===== config.mk =====
export PLATFORM = sky130hd
export DESIGN_NAME = pll_drp_sequencer_flat
export DESIGN_NICKNAME = d
export VERILOG_FILES = /design/src/rtl/pll_drp_sequencer_if.sv /design/src/rtl/pll_drp_sequencer.sv /design/src/flat_wrapper.sv
export SDC_FILE = /design/constraint.sdc
export NUM_CORES = 1
export LEC_CHECK = 0
export CAP_MARGIN = 20
export CORE_ASPECT_RATIO = 2
export CORE_MARGIN = 5
export CORE_UTILIZATION = 44
export CTS_BUF_LIST = sky130_fd_sc_hd__clkbuf_4
export DETAILED_ROUTE_END_ITERATION = 10
export HOLD_SLACK_MARGIN = 0.02
export PLACE_DENSITY = 0.79
export SLEW_MARGIN = 20
export SYNTH_ARGS = -nofsm -noshare
export SYNTH_HDL_FRONTEND = slang
export SYNTH_SLANG_ARGS = --single-unit

===== constraint.sdc =====
create_clock -name clk -period 2.67 [get_ports clk]
set_clock_uncertainty 0.05 [all_clocks]
set_input_delay 0.267 -clock clk [delete_from_list [all_inputs] [get_ports clk]]
set_output_delay 0.267 -clock clk [all_outputs]
set_load 0.005 [all_outputs]

===== src/rtl/pll_drp_sequencer_if.sv =====
// Requester handshake and PLLE2 DRP bus, grouped for the reconfiguration
// sequencer. The master side is the sequencer (drives the DRP strobes and
// consumes configuration entries); the slave side is the environment
// (requester plus PLL DRP port).
interface pll_drp_sequencer_if;
  logic        cfg_valid;
  logic        cfg_ready;
  logic [6:0]  cfg_addr;
  logic [15:0] cfg_mask;
  logic [15:0] cfg_data;
  logic        cfg_last;

  logic [6:0]  drp_daddr;
  logic [15:0] drp_di;
  logic [15:0] drp_do;
  logic        drp_den;
  logic        drp_dwe;
  logic        drp_drdy;

  modport master (
    input  cfg_valid, cfg_addr, cfg_mask, cfg_data, cfg_last, drp_do, drp_drdy,
    output cfg_ready, drp_daddr, drp_di, drp_den, drp_dwe
  );

  modport slave (
    output cfg_valid, cfg_addr, cfg_mask, cfg_data, cfg_last, drp_do, drp_drdy,
    input  cfg_ready, drp_daddr, drp_di, drp_den, drp_dwe
  );
endinterface


===== src/rtl/pll_drp_sequencer.sv =====
// PLLE2_ADV DRP reconfiguration sequencer. Holds the PLL in reset, applies a
// batch of read-modify-write entries over DRP, releases reset and waits for
// the synchronized LOCKED. All timeouts share one saturating wait counter; a
// timeout fires when the counter equals its limit, and a DRDY/lock seen in
// that same cycle takes priority.
module pll_drp_sequencer #(
  parameter int RST_CYCLES   = 8,
  parameter int DRP_TIMEOUT  = 64,
  parameter int LOCK_TIMEOUT = 4096,
  parameter int CNT_W        = 13
) (
  input  logic                       clk,
  input  logic                       rst_n,
  pll_drp_sequencer_if.master        bus,
  output logic                       pll_rst,
  input  logic                       pll_locked,
  output logic                       busy,
  output logic                       done,
  output logic                       error,
  output logic                       locked_sync
);

  typedef enum logic [3:0] {
    IDLE, HOLD_RST, RD_REQ, RD_WAIT, WR_REQ, WR_WAIT, NEXT, RELEASE, WAIT_LOCK, ERR
  } state_t;

  // HOLD_RST leaves on the last of RST_CYCLES counted cycles (counter 0..N-1).
  localparam logic [CNT_W-1:0] RST_LAST  = CNT_W'(RST_CYCLES - 1);
  localparam logic [CNT_W-1:0] DRP_LIM   = CNT_W'(DRP_TIMEOUT);
  localparam logic [CNT_W-1:0] LOCK_LIM  = CNT_W'(LOCK_TIMEOUT);

  state_t            state, state_d;
  logic [CNT_W-1:0]  cnt, cnt_d;
  logic              lock_sync_p0, lock_sync_p1;
  logic              den_q, dwe_q, pll_rst_q, done_q, err_q;
  logic              den_d, dwe_d, pll_rst_d, done_d, err_d;
  logic [6:0]        daddr_q;
  logic [15:0]       di_q;

  function automatic logic [CNT_W-1:0] sat_inc(input logic [CNT_W-1:0] v);
    return (&v) ? v : v + 1'b1;
  endfunction

  function automatic logic [15:0] rmw_merge(input logic [15:0] rd,
                                            input logic [15:0] mask,
                                            input logic [15:0] data);
    return (rd & mask) | (data & ~mask);
  endfunction

  // Next state, wait counter and next values of the registered outputs.
  always_comb begin
    state_d = state;
    cnt_d   = '0;
    done_d  = 1'b0;
    err_d   = err_q;
    case (state)
      IDLE: begin
        if (bus.cfg_valid) begin
          state_d = HOLD_RST;
          err_d   = 1'b0;
        end
      end
      HOLD_RST: begin
        if (cnt == RST_LAST) state_d = RD_REQ;
        else                 cnt_d   = sat_inc(cnt);
      end
      RD_REQ: state_d = RD_WAIT;
      RD_WAIT: begin
        if (bus.drp_drdy)        state_d = WR_REQ;
        else if (cnt == DRP_LIM) state_d = ERR;
        else                     cnt_d   = sat_inc(cnt);
      end
      WR_REQ: state_d = WR_WAIT;
      WR_WAIT: begin
        if (bus.drp_drdy)        state_d = bus.cfg_last ? RELEASE : NEXT;
        else if (cnt == DRP_LIM) state_d = ERR;
        else                     cnt_d   = sat_inc(cnt);
      end
      NEXT: begin
        if (bus.cfg_valid) state_d = RD_REQ;
      end
      RELEASE: state_d = WAIT_LOCK;
      WAIT_LOCK: begin
        if (locked_sync) begin
          state_d = IDLE;
          done_d  = 1'b1;
        end else if (cnt == LOCK_LIM) begin
          state_d = ERR;
        end else begin
          cnt_d = sat_inc(cnt);
        end
      end
      ERR:     state_d = IDLE;
      default: state_d = IDLE;
    endcase
    if (state_d == ERR) err_d = 1'b1;
    den_d     = (state_d == RD_REQ) || (state_d == WR_REQ);
    dwe_d     = (state_d == WR_REQ);
    pll_rst_d = state_d inside {HOLD_RST, RD_REQ, RD_WAIT, WR_REQ, WR_WAIT, NEXT};
  end

  // State, counter and control outputs; a reset aborts any batch at once.
  always_ff @(posedge clk) begin
    if (!rst_n) begin
      state     <= IDLE;
      cnt       <= '0;
      den_q     <= 1'b0;
      dwe_q     <= 1'b0;
      pll_rst_q <= 1'b0;
      done_q    <= 1'b0;
      err_q     <= 1'b0;
    end else begin
      state     <= state_d;
      cnt       <= cnt_d;
      den_q     <= den_d;
      dwe_q     <= dwe_d;
      pll_rst_q <= pll_rst_d;
      done_q    <= done_d;
      err_q     <= err_d;
    end
  end

  // DRP address/data: address held from the read through the write of an
  // entry; write data merged straight from DO on the read's DRDY.
  always_ff @(posedge clk) begin
    if (!rst_n) begin
      daddr_q <= '0;
      di_q    <= '0;
    end else begin
      if (state_d == RD_REQ) daddr_q <= bus.cfg_addr;
      if (state == RD_WAIT && bus.drp_drdy)
        di_q <= rmw_merge(bus.drp_do, bus.cfg_mask, bus.cfg_data);
    end
  end

  // Two-flop synchronizer for the asynchronous PLL LOCKED pin.
  always_ff @(posedge clk) begin
    if (!rst_n) begin
      lock_sync_p0 <= 1'b0;
      lock_sync_p1 <= 1'b0;
    end else begin
      lock_sync_p0 <= pll_locked;
      lock_sync_p1 <= lock_sync_p0;
    end
  end

  assign locked_sync   = lock_sync_p1;
  assign busy          = (state != IDLE);
  assign bus.cfg_ready = (state == WR_WAIT) && bus.drp_drdy;
  assign bus.drp_den   = den_q;
  assign bus.drp_dwe   = dwe_q;
  assign bus.drp_daddr = daddr_q;
  assign bus.drp_di    = di_q;
  assign pll_rst       = pll_rst_q;
  assign done          = done_q;
  assign error         = err_q;

endmodule


===== src/flat_wrapper.sv =====
// flat-port wrapper written by rule: the top's interface ports become plain ports
module pll_drp_sequencer_flat 
#(
  parameter int RST_CYCLES   = 8,
  parameter int DRP_TIMEOUT  = 64,
  parameter int LOCK_TIMEOUT = 4096,
  parameter int CNT_W        = 13
)
  (clk, rst_n, pll_rst, pll_locked, busy, done, error, locked_sync, bus_cfg_valid, bus_cfg_addr, bus_cfg_mask, bus_cfg_data, bus_cfg_last, bus_drp_do, bus_drp_drdy, bus_cfg_ready, bus_drp_daddr, bus_drp_di, bus_drp_den, bus_drp_dwe);
  pll_drp_sequencer_if bus_i ();
  input  logic clk;
  input  logic rst_n;
  output logic pll_rst;
  input  logic pll_locked;
  output logic busy;
  output logic done;
  output logic error;
  output logic locked_sync;
  input wire logic [$bits(bus_i.cfg_valid)-1:0] bus_cfg_valid;
  input wire logic [$bits(bus_i.cfg_addr)-1:0] bus_cfg_addr;
  input wire logic [$bits(bus_i.cfg_mask)-1:0] bus_cfg_mask;
  input wire logic [$bits(bus_i.cfg_data)-1:0] bus_cfg_data;
  input wire logic [$bits(bus_i.cfg_last)-1:0] bus_cfg_last;
  input wire logic [$bits(bus_i.drp_do)-1:0] bus_drp_do;
  input wire logic [$bits(bus_i.drp_drdy)-1:0] bus_drp_drdy;
  output wire logic [$bits(bus_i.cfg_ready)-1:0] bus_cfg_ready;
  output wire logic [$bits(bus_i.drp_daddr)-1:0] bus_drp_daddr;
  output wire logic [$bits(bus_i.drp_di)-1:0] bus_drp_di;
  output wire logic [$bits(bus_i.drp_den)-1:0] bus_drp_den;
  output wire logic [$bits(bus_i.drp_dwe)-1:0] bus_drp_dwe;
  assign bus_i.cfg_valid = bus_cfg_valid;
  assign bus_i.cfg_addr = bus_cfg_addr;
  assign bus_i.cfg_mask = bus_cfg_mask;
  assign bus_i.cfg_data = bus_cfg_data;
  assign bus_i.cfg_last = bus_cfg_last;
  assign bus_i.drp_do = bus_drp_do;
  assign bus_i.drp_drdy = bus_drp_drdy;
  assign bus_cfg_ready = bus_i.cfg_ready;
  assign bus_drp_daddr = bus_i.drp_daddr;
  assign bus_drp_di = bus_i.drp_di;
  assign bus_drp_den = bus_i.drp_den;
  assign bus_drp_dwe = bus_i.drp_dwe;
  pll_drp_sequencer #(.RST_CYCLES(RST_CYCLES), .DRP_TIMEOUT(DRP_TIMEOUT), .LOCK_TIMEOUT(LOCK_TIMEOUT), .CNT_W(CNT_W)) u_core (.clk(clk), .rst_n(rst_n), .bus(bus_i), .pll_rst(pll_rst), .pll_locked(pll_locked), .busy(busy), .done(done), .error(error), .locked_sync(locked_sync));
endmodule

After elaboration in Yosys (flattened, before gate mapping)
Cells that the tools add are included.

storage, ports and cells
  register bits = 47
  bits of input ports = 61
  output and inout bits = 31
  word-level logic and storage cells = 67

operators by class
  add/sub/neg operators = 1
  eq/ne operators = 18
  multiplexer cells = 21
  bitwise operators = 4
  reductions and logical operators = 12

operators by type and width
  operator                                              count
  two-way mux 13 bit                                    6
  one-hot mux 13 bit (3 select lines)                   1
  one-hot mux 4 bit (9 select lines)                    1
  AND 16 bit                                            2
  two-way mux 4 bit                                     8
  equality test 4 x 3 -> 1 bit, second input constant   7
  equality test 4 x 2 -> 1 bit, second input constant   4
  NOT 16 bit                                            1
  OR 16 bit                                             1
  adder 13 x 1 -> 13 bit, second input constant         1
  equality test 13 bit, second input constant           1
  equality test 13 x 3 -> 1 bit, second input constant  1
  equality test 13 x 7 -> 1 bit, second input constant  1
  AND reduction 13 bit                                  1
  equality test 4 x 1 -> 1 bit, second input constant   2
  equality test 4 bit, second input constant            2
  nonzero test 6 bit                                    1
  two-way mux 1 bit                                     5
  logical NOT 4 bit                                     1
  AND reduction 2 bit                                   2
  nonzero test 2 bit                                    2
  nonzero test 4 bit                                    1
  logical AND 1 bit                                     2
  OR reduction 2 bit                                    1
  logical OR 1 bit                                      1

Longest topological paths before layout
  depth after elaboration = 7
  depth in mapped cells = 9
  mapped depth without buffers = 8

Worst setup path after synthesis
Ideal clock, no wire load.

  kind = register to register
  from = reg u_core.cnt[5]
  to = reg u_core.daddr_q[0], in the netlist u_core.bus.drp_daddr[0]
  setup time = 72 ps
  data arrival time = 2166 ps
  data required time = 2548 ps
  path slack = 382 ps
  stages on the path, launching flop included = 8
  buffers on the path = 1
  clock period less this slack = 2288 ps
  cells stage by stage = dfxtp_1 -> or4_4 -> or2_4 -> o41ai_4 -> and4_4 -> nor3b_2 -> buf_6 -> mux2i_1

on the way
  word-level cells in the longest chain between the ends = 5
  elaborated cells on any way between the ends = 11
  those cells by class = eq/ne: 4; mux: 7

RTL lines
  what                                                                          RTL line                                                                   source
  start: declaration                                                            pll_drp_sequencer.sv:33                                                    logic [CNT_W-1:0] cnt, cnt_d;
  start signal: assignment                                                      pll_drp_sequencer.sv:114                                                   cnt <= cnt_d;
  equality test 13 bit / equality test 13 x 7 -> 1 bit (equally long branches)  pll_drp_sequencer.sv:87, pll_drp_sequencer.sv:70, pll_drp_sequencer.sv:76
  two-way mux 4 bit, on equally long branches                                   pll_drp_sequencer.sv:87, pll_drp_sequencer.sv:70, pll_drp_sequencer.sv:76
  two-way mux 4 bit, on equally long branches                                   pll_drp_sequencer.sv:84, pll_drp_sequencer.sv:75, pll_drp_sequencer.sv:69
  one-hot mux 4 bit (9 select lines) *                                          pll_drp_sequencer.sv:56                                                    case (state)
  equality test 4 x 2 -> 1 bit *                                                pll_drp_sequencer.sv:130                                                   if (state_d == RD_REQ) daddr_q <= bus.cfg_addr;
  end signal: assignment                                                        pll_drp_sequencer.sv:130
  end: declaration                                                              pll_drp_sequencer.sv:37                                                    logic [6:0] daddr_q;

Mark *: on every way between the ends. The rest lies on a longest branch, timed or not.
A chain may end at the register's enable or synchronous reset.

Worst setup path after layout
  from = reg u_core.cnt[8]
  to = reg u_core.daddr_q[5], in the netlist u_core.bus.drp_daddr[5]

The elaborated chain is that of the path after synthesis.

==> results.md <==
* Status: completed
* FF-to-FF setup slack at 170 ps
* Met3 Usage GRT at 7.459%
* Worst hold path cell count at 3
* Die W at 60.55 um
* Ys async rst share at 0%
* # IOs at 92
* Average size of a mapped cell at 8.783 um^2
* Overall Global Routing Usage at 18.00%
* Num CTS Buffers at 5
* Fin util at 64.82%
* DRC Markers at 0
* Combinational family with the most area after synthesis: simple AND/OR/NAND/NOR gates
* Hold Violations, Final at 0
* Slowest CP cell: or4_4
* Share of cells above drive strength 1 at 6.340%
* Adder-cell share of the synthesized area at 1.113%
* Final non-filler cell area at 3271 um^2
* Fraction of synthesized cell area in xor and xnor cells at 3.506%
* Synthesis warning total at 0
* GR Overflow Total at 0
* Setup-failing EPs final at 0
* Hold Path End: u_core.bus.drp_daddr[2]
* Worst setup EP type: flip-flop
* Htree depth at 2
* Ranking of synthesized cells by area: dfxtp_1, mux2i_1, nor2_1
* Routability cong. at 0.8360
* Port Buf Inserts at 91
* CTS tree: yes
* Post-DR wirelength/cell at 14.00 um
* Post-CTS Repair Setup Buffers at 0
* Drt pass-1 iters at 4
* Via-to-Cell Ratio at 5.289
* Crit path cell chain: or4_4, or2_4, o41ai_4, and4_4, nor3b_2, buf_4, mux2i_1
* Worst-path clk slew at 140 ps
* Leakage Power at 1.190 nW
* Initial antenna violation count at 0
* Global-route met2 utilization at 29.19%
* Post-synth EDFFs at 0
* Later-pin clock latency in the skew report at 360 ps
* Layer with the highest usage: met2
* Post-DP HPWL at 4564 um
* Final critical-path required period at 2500 ps
* Cell family with most CP delay: simple AND/OR/NAND/NOR gates
* Post-synthesis compound-gate area fraction at 13.80%
* CTS root buf: clkbuf_4
* Req. time, crit path at 2910 ps
* Fillers at 429
* End of the worst register-to-register path: u_core.bus.drp_daddr[5]
* Netlist cell types at 42
* Seq cells post-synth at 47
* RSZ-0062 raised after global routing: false
* Mux contribution to synthesized area at 10.68%
* GR met1 Demand/Resource at 20.70%
* Register area share after synthesis at 41.85%
* R2R cell count at 7
* Worst hold slack at 400.1 ps
* Row count at 37
* CP startpoint kind: flip-flop
* FMAX at 400.0 MHz
* Worst min-delay path class: input port to flip-flop
* Power density over the cells at 368.4 nW/um^2
* Post-CTS sizing at 0
* Core Footprint at 5046 um^2
* Vias in the first global route at 2223
* Remaining antenna violation count after routing at 0
* Pre-CTS setup slack at 204.8 ps
* Slew margin rel. at 62.48%
* Vias at 2142
* Diodes inserted at 0
* Clock Sinks at 47
* TNS Setup at 0 ps
* Max clock buf depth at 2
* Syn nets at 319
* Die ar. at 6726 um^2
* Synthesized area at 2248 um^2
* Hold buffers post-CTS at 0
* Final worst slack at 169.9 ps
* Nets at 409
* DP Area at 3214 um^2
* Worst r2r src: u_core.cnt[8]
* Main flop type after synthesis: dfxtp_1
* Yosys top cell by area: dfxtp_1
* Critical path class: flip-flop to flip-flop
* First-pass GRT wire length at 9556 um
* Largest net degree at the start of global routing at 33
* Period utilization at 93.64%
* Worst path max stage delay at 560 ps
* CP Max Fanout at 7
* Hold Startpoint: bus_cfg_addr[2]
* Worst-Margin Slew at 562.9 ps
* Die Height at 111.1 um
* Detailed Route WL at 5671 um
* CP Buf/Inv Count at 1
* Area grow syn2layout at 45.46%
* Maximum vdd drop at 0.0002688 V
* Initial core utilization at 44.56%
* Post-Syn Instances at 256
* Initial DRC count at 86
* Max-Cap Viols at 0
* Synth Area in Simple Gates at 25.43%
* Synth top area share at 41.85%
* Slew Viols, Final at 0
* Arr. time, crit path at 2740 ps
==> state kept, by name, indices dropped and copies added (netlist names) <==
register              count
u_core.bus.drp_dwe        1
u_core.cnt               13
u_core.bus.drp_di        16
u_core.error              1
u_core.locked_sync        1
u_core.done               1
u_core.bus.drp_daddr      7
u_core.pll_rst            1
u_core.bus.drp_den        1
u_core.state              4
u_core.lock_sync_p0       1
==> worst max path at each step <==
| stage | cells after the start | end | slack (ps) | start |
|---|---|---|---|---|
| after detailed placement | 7 | u_core.bus.drp_daddr[5] | 200 | u_core.cnt[8] |
| after global placement | 7 | u_core.bus.drp_daddr[1] | 260 | u_core.cnt[8] |
| after floorplan | 7 | u_core.bus.drp_daddr[0] | 380 | u_core.cnt[5] |
| after CTS | 7 | u_core.bus.drp_daddr[5] | 170 | u_core.cnt[5] |
| after global routing | 9 | u_core.bus.drp_daddr[5] | 30 | u_core.cnt[0] |
| final | 7 | u_core.bus.drp_daddr[5] | 170 | u_core.cnt[8] |
==> through the flow <==
step	std cells	power (W)
finish	405	0.001205
global placement	397	0.0008840
global route	405	0.001261
detailed placement	397	0.0008865
floorplan	256	0.0007765
CTS	405	0.001218
==> synth_stat cells, types with 2 or more instances <==
cell type	count
nand3_1	6
and3_1	7
nand2_1	25
xnor2_1	7
ha_1	2
a211oi_1	17
nor2b_1	5
a21oi_1	7
xor2_1	2
mux2i_1	24
o21ai_0	7
clkbuf_1	11
nor2_1	41
nor3_1	6
and2_1	4
nand2b_1	5
buf_2	2
a31oi_1	3
inv_1	5
dfxtp_1	47
or4_4	2
==> cell usage in the layout, fill, tap and decap left out, drive strengths merged, types with 3 or more instances in the layout <==
| cell | n |
|---|---|
| clkbuf | 5 |
| a21oi | 7 |
| mux2i | 24 |
| and3 | 7 |
| dfxtp | 47 |
| nand2 | 25 |
| nor2 | 41 |
| clkdlybuf4s50 | 91 |
| a211oi | 17 |
| xnor2 | 7 |
| nand3 | 6 |
| nor2b | 5 |
| nor3 | 7 |
| nand2b | 5 |
| o21ai | 7 |
| a31oi | 3 |
| inv | 6 |
| buf | 6 |
| and2 | 4 |
==> cells by family after synthesis <==
kind of cell | count (synthesis)
and+or+nand+nor | 113
AOI/OAI and AO/OA | 42
buffers and inverters | 19
muxes | 24
adders and majority gates | 2
xor gates and xnor gates | 9
DFF | 47
==> worst min-delay path, stage by stage <==
cell             delay (ps)
clkdlybuf4s50_1         400
nand2_1                  60
mux2i_1                  50
==> report_power, final <==
group          internal [W]  total, W  leakage [nW]  switching (W)
clock network      0.000103  0.000335        0.0354       0.000231
logic              0.000110  0.000159         0.775      0.0000491
registers          0.000706  0.000711         0.379     0.00000497
total              0.000920   0.00120          1.19       0.000285
==> layer usage <==
layer | wire (um) | part of all wire [%] | vias up
met3 | 618 | 11 | 8
met1 | 2206 | 39 | 965
met4 | 91 | 1.6 | 0
met2 | 2755 | 49 | 94
met5 | 0 | 0 | -
li1 | - | - | 1075
==> final cells by class <==
| cell class | count | area, um^2 | area share, % |
|---|---|---|---|
| Inverter | 5 | 18.77 | 0.5738 |
| Multi-Input combinational cell | 190 | 1226 | 37.49 |
| Timing Repair Buffer | 97 | 955.9 | 29.23 |
| Sequential cell | 47 | 940.9 | 28.77 |
| Clock inverter | 3 | 18.77 | 0.5738 |
| Tap cell | 58 | 72.57 | 2.219 |
| Clock buffer | 5 | 37.54 | 1.148 |
Power figures use the tool's default switching activity.
